==> config.mk <==
export PLATFORM = sky130hd
export DESIGN_NAME = tick_bcd_display
export DESIGN_NICKNAME = d
export VERILOG_FILES = /design/src/rtl/tick_bcd_display.sv
export SDC_FILE = /design/constraint.sdc
export NUM_CORES = 1
export LEC_CHECK = 0
export CORE_ASPECT_RATIO = 0.75
export CORE_MARGIN = 2
export CORE_UTILIZATION = 28
export CTS_CLUSTER_SIZE = 40
export DETAILED_ROUTE_END_ITERATION = 6
export GPL_TIMING_DRIVEN = 0
export HOLD_SLACK_MARGIN = 0.05
export PLACE_DENSITY = 0.59
export SETUP_SLACK_MARGIN = 0.2
export SLEW_MARGIN = 0
export SYNTH_ARGS = -nofsm -noshare
export SYNTH_HDL_FRONTEND = slang
export SYNTH_SLANG_ARGS = --single-unit
==> constraint.sdc <==
create_clock -name clk -period 1.97 [get_ports clk]
set_input_delay 0.2955 -clock clk [delete_from_list [all_inputs] [get_ports clk]]
set_output_delay 0.2955 -clock clk [all_outputs]
set_load 0.005 [all_outputs]
==> src/rtl/tick_bcd_display.sv <==
// Counts rising edges of an asynchronous slow square wave in BCD and shows the
// four-digit value on a multiplexed common-anode seven-segment display.
module tick_bcd_display #(
   parameter int unsigned SCAN_BITS = 16,
   parameter bit          BLANK_LZ  = 1'b1
) (
   input  logic        clk,
   input  logic        rst_n,
   input  logic        slow_clk,
   input  logic        en,
   input  logic        clr,
   output logic [15:0] count,
   output logic        tick,
   output logic [3:0]  an,
   output logic [6:0]  seg
);

   localparam int unsigned DIGITS    = 4;
   localparam int unsigned NIB_W     = 4;
   localparam int unsigned SEG_W     = 7;
   localparam int unsigned SEL_W     = 2;
   localparam logic [SEG_W-1:0] SEG_BLANK = 7'b1111111;
   localparam logic [SEG_W-1:0] SEG_ZERO  = 7'b1000000;

   logic                    s1, s2, s3;
   logic [SCAN_BITS-1:0]    scan;
   logic [SEL_W-1:0]        sel;
   logic [NIB_W-1:0]        digit;
   logic                    blank;
   logic [DIGITS-1:0]       an_nxt;
   logic [SEG_W-1:0]        seg_nxt;

   // Increment a 4-digit BCD value; 9999 wraps to 0000.
   function automatic logic [15:0] bcd_inc(input logic [15:0] v);
      logic [15:0] r;
      logic        c;
      r = v;
      c = 1'b1;
      for (int i = 0; i < DIGITS; i++) begin
         if (c) begin
            if (v[NIB_W*i +: NIB_W] == 4'd9) begin
               r[NIB_W*i +: NIB_W] = 4'd0;
            end else begin
               r[NIB_W*i +: NIB_W] = v[NIB_W*i +: NIB_W] + 4'd1;
               c = 1'b0;
            end
         end
      end
      return r;
   endfunction

   // Two-flop synchronizer plus edge history flop for slow_clk.
   always_ff @(posedge clk or negedge rst_n) begin
      if (!rst_n) begin
         s1 <= 1'b0;
         s2 <= 1'b0;
         s3 <= 1'b0;
      end else begin
         s1 <= slow_clk;
         s2 <= s1;
         s3 <= s2;
      end
   end

   assign tick = s2 & ~s3;

   // BCD counter; clear takes priority over an enabled tick.
   always_ff @(posedge clk or negedge rst_n) begin
      if (!rst_n) begin
         count <= 16'h0000;
      end else if (clr) begin
         count <= 16'h0000;
      end else if (tick && en) begin
         count <= bcd_inc(count);
      end
   end

   // Free-running scan counter; its top two bits pick the active digit.
   always_ff @(posedge clk or negedge rst_n) begin
      if (!rst_n) begin
         scan <= '0;
      end else begin
         scan <= scan + SCAN_BITS'(1);
      end
   end

   assign sel = scan[SCAN_BITS-1 -: SEL_W];

   // Select digit, decide leading-zero blanking and decode to segments.
   always_comb begin
      an_nxt  = 4'b1110;
      digit   = count[3:0];
      blank   = 1'b0;
      seg_nxt = SEG_BLANK;
      case (sel)
         2'd0: begin
            an_nxt = 4'b1110;
            digit  = count[3:0];
         end
         2'd1: begin
            an_nxt = 4'b1101;
            digit  = count[7:4];
            blank  = BLANK_LZ && (count[15:4] == 12'h000);
         end
         2'd2: begin
            an_nxt = 4'b1011;
            digit  = count[11:8];
            blank  = BLANK_LZ && (count[15:8] == 8'h00);
         end
         default: begin
            an_nxt = 4'b0111;
            digit  = count[15:12];
            blank  = BLANK_LZ && (count[15:12] == 4'h0);
         end
      endcase
      case (digit)
         4'd0:    seg_nxt = SEG_ZERO;
         4'd1:    seg_nxt = 7'b1111001;
         4'd2:    seg_nxt = 7'b0100100;
         4'd3:    seg_nxt = 7'b0110000;
         4'd4:    seg_nxt = 7'b0011001;
         4'd5:    seg_nxt = 7'b0010010;
         4'd6:    seg_nxt = 7'b0000010;
         4'd7:    seg_nxt = 7'b1111000;
         4'd8:    seg_nxt = 7'b0000000;
         4'd9:    seg_nxt = 7'b0010000;
         default: seg_nxt = SEG_BLANK;
      endcase
      if (blank) begin
         seg_nxt = SEG_BLANK;
      end
   end

   // Anode and segment registers update together so digits never ghost.
   always_ff @(posedge clk or negedge rst_n) begin
      if (!rst_n) begin
         an  <= 4'b1110;
         seg <= SEG_ZERO;
      end else begin
         an  <= an_nxt;
         seg <= seg_nxt;
      end
   end

endmodule

==> flow_metrics.py <==
metrics = {
    "sta": {
        "worstMarginPinSlew_ns": 0.5601,
        "finClkSkew_ns": 0.003624,
        "period_minus_slack_ns": 1.858,
        "finalCritPeriodShare_pct": 94.34,
        "grt_setup_unrepaired": "yes",
        "setup_viol": 0,
        "hold_violations": 0,
        "finalWorstSetupSlack_ns": 0.1115,
        "max_freq_ghz": 0.5381,
        "slew_headroom_pct": 62.62,
        "drv_slew": 0,
    },
    "clock_tree": {
        "cts_tree": "done",
        "clockBufferDepth": 2,
        "htreeDepth": 2,
        "numCtsBuffers": 5,
        "cts_root_buffer": "clkbuf_8",
        "clkTransAtPathRegs_ns": 0.08,
        "clock-sinks": 46,
        "clk_latency_ns": 0.30,
    },
    "global_routing": {
        "grt_max_degree": 32,
        "grt.total_usage_pct": 12.31,
        "grt_pass1_vias": 1621,
        "grt_pass1_wl_mm": 8.266,
        "grt_antenna_before_repair": 0,
        "grt_overflow": 0,
    },
    "power_and_ir_drop": {
        "p_int_mw": 1.842,
        "switchingPower_mw": 0.6132,
        "swShare_pct": 24.97,
        "power_frac_seq_pct": 44.7,
        "p_leak_nw": 1.398,
        "p_comb_share_pct": 19.8,
        "max-vdd-ir-drop_uv": 354.5,
        "pwr-share-clk_pct": 35.5,
        "powerDensity_mw_per_mm2": 783.5,
    },
    "finish": {
        "synthToLayoutAreaGrowth_pct": 35.85,
        "layout_commonest_cell": "dfrtp_1",
        "antenna_cells": 0,
        "final_cell_mix": "dfrtp_1 (34), clkdlybuf4s50_1 (30), nand2_1 (22)",
        "drive_above_1_share_pct": 23.47,
        "final_nets": 296,
        "n_fill_cell": 778,
        "final_cells": 382,
        "final_area_mm2": 0.003134,
    },
    "yosys": {
        "yosysWarnings": 0,
        "async_flop_share_pct": 100.0,
        "avgSynthCellArea_um2": 10.68,
        "ys_seq_area_share_pct": 50.11,
        "synth_edf_count": 0,
        "syn_nets": 236,
        "synthCells": 216,
        "syn_area_mm2": 0.002307,
        "ys_seq_elements": 46,
        "synthFlopType": "dfrtp_1",
        "synth_cell_type_count": 46,
    },
    "routing": {
        "viasPerCell": 4.723,
        "wl_mm": 5.211,
        "drc": 0,
        "vias": 1804,
        "drt_iter0_drc": 71,
        "wl_per_cell_um": 13.64,
        "antenna_left": 0,
        "first_pass_iters": 4,
    },
    "placement": {
        "io_buffers": 32,
        "place_ws_ns": -0.2298,
        "gp_congestion": 0.7214,
        "dpl.cell_count": 354,
        "place_area_mm2": 0.002781,
        "dp_hpwl_mm": 3.409,
    },
    "worst_setup_path": {
        "crit_required_ns": 2.22,
        "worstPathMaxFanout": 6,
        "endpoint_kind": "register",
        "cp-start-kind": "register",
        "critical_path_class": "register to register",
        "worst_ep_arrival_time_ns": 2.11,
    },
    "flow_run": {
        "maxCapViolCount": 0,
    },
    "floorplan": {
        "core_mm2": 0.007953,
        "dieArea_mm2": 0.008990,
        "pin_count": 33,
        "start_util_pct": 29.01,
        "die_w_um": 108.8,
        "rows": 28,
        "die_h_um": 82.62,
    },
    "hold_path": {
        "min_path_type": "register to register",
    },
    "run_status": {
        "status": "finished clean",
    },
}
[cell usage after synthesis (2+ instances only)]
cell,count,area share (%)
ha_1,15,8.1
a21oi_1,6,1.3
dfstp_2,4,4.6
xnor2_1,11,4.2
nor2b_1,2,0.54
buf_2,2,0.43
clkbuf_1,4,0.65
nor2_1,11,1.8
inv_1,14,2.3
a21o_1,2,0.65
a31oi_1,2,0.54
xor2_1,4,1.5
nand3_1,10,2.2
dfrtp_1,42,46
o21ai_0,18,3.9
mux4_1,3,3.4
and4_1,2,0.76
nand2_1,22,3.6
nand2b_1,2,0.54
or3_1,4,1.1
or2_2,2,0.54
and3_1,2,0.54
nand4_1,6,1.6
and3b_1,4,1.5
[critical path, stage by stage, from the launching register on]
cell and delay (ns):
dfrtp_2 0.46, ha_1 0.22, and3b_2 0.22, a41oi_2 0.22, or4b_2 0.60, nand2_1 0.09
[stage by stage]
step | hold WS [ns] | TNS, ns | utilization [%] | power (mW)
after floorplan | -0.00009107 | 0 | - | 1.274
after global placement | 0.3343 | -30.67 | 34.79 | 1.500
after detailed placement | 0.2468 | -0.4758 | 34.97 | 1.507
after CTS | 0.3581 | 0 | 38.56 | 2.436
after global routing | 0.3755 | 0 | 39.41 | 2.588
final | 0.3585 | 0 | 39.41 | 2.456
[area by class of cell]
type / count / area (um^2) / area share [%]
clock buffers: 6 / 82.58 / 2.635
clock inverters: 2 / 60.06 / 1.916
repair buffers: 53 / 490.5 / 15.65
plain buffers: 7 / 56.30 / 1.796
well taps: 105 / 131.4 / 4.192
flip-flops and latches: 46 / 1166 / 37.21
inverters: 14 / 52.55 / 1.677
multi-input cells: 149 / 1095 / 34.93
[worst paths after layout]
check	from	endpoint	slack [ns]	depth (start not counted)
worst min-delay path	s1$_DFF_PN0_	s2$_DFF_PN0_	0.36	0
worst max register to register	count[8]$_DFFE_PN0P_	count[10]$_DFFE_PN0P_	0.11	5
worst min register to register	s1$_DFF_PN0_	s2$_DFF_PN0_	0.36	0
max in group asynchronous	rst_n	an[1]$_DFF_PN1_	0.96	3
worst max-delay path	count[8]$_DFFE_PN0P_	count[10]$_DFFE_PN0P_	0.11	5
min in group asynchronous	rst_n	seg[3]$_DFF_PN0_	0.45	2
[sequential cells by signal, summed over array words and instances (netlist names)]
register and count:
count 16, s2 1, seg 7, an 4
scan 16, s1 1, s3 1
[power by group through the flow]
stage	clock [mW]	combinational [mW]	sequential (mW)
after floorplan	0	0.172	1.10
after global placement	0	0.383	1.12
after detailed placement	0	0.390	1.12
after CTS	0.896	0.447	1.09
after global routing	0.941	0.542	1.10
final	0.873	0.486	1.10
[routing by layer]
layer	part of all wire [%]	global-route usage, %	wire, um	vias to the layer above
li1	-	-	-	873
met1	52	17.89	2703	893
met2	43	17.69	2253	32
met3	3.3	2.590	171	6
met4	1.6	5.000	81	0
met5	0	0	0	-
[kinds of logic after synthesis]
group	Yosys count	synth area share, %
AO/OA/AOI/OAI	37	9.654
XOR/XNOR	15	5.694
adder cells (fa/ha/maj)	15	8.134
buffers and inverters	21	3.850
flip-flops	46	50.11
multiplexers	4	4.393
AND/OR/NAND/NOR	78	18.17
[what timing repair did]
action                                 CTS  global route
hold buffers                             1             0
pin swaps                                2             1
buffers inserted                        14             5
gates resized for setup                 16            15
endpoints found under the hold margin   15             0
setup endpoints to repair               17            14
Power figures use the tool's default switching activity.
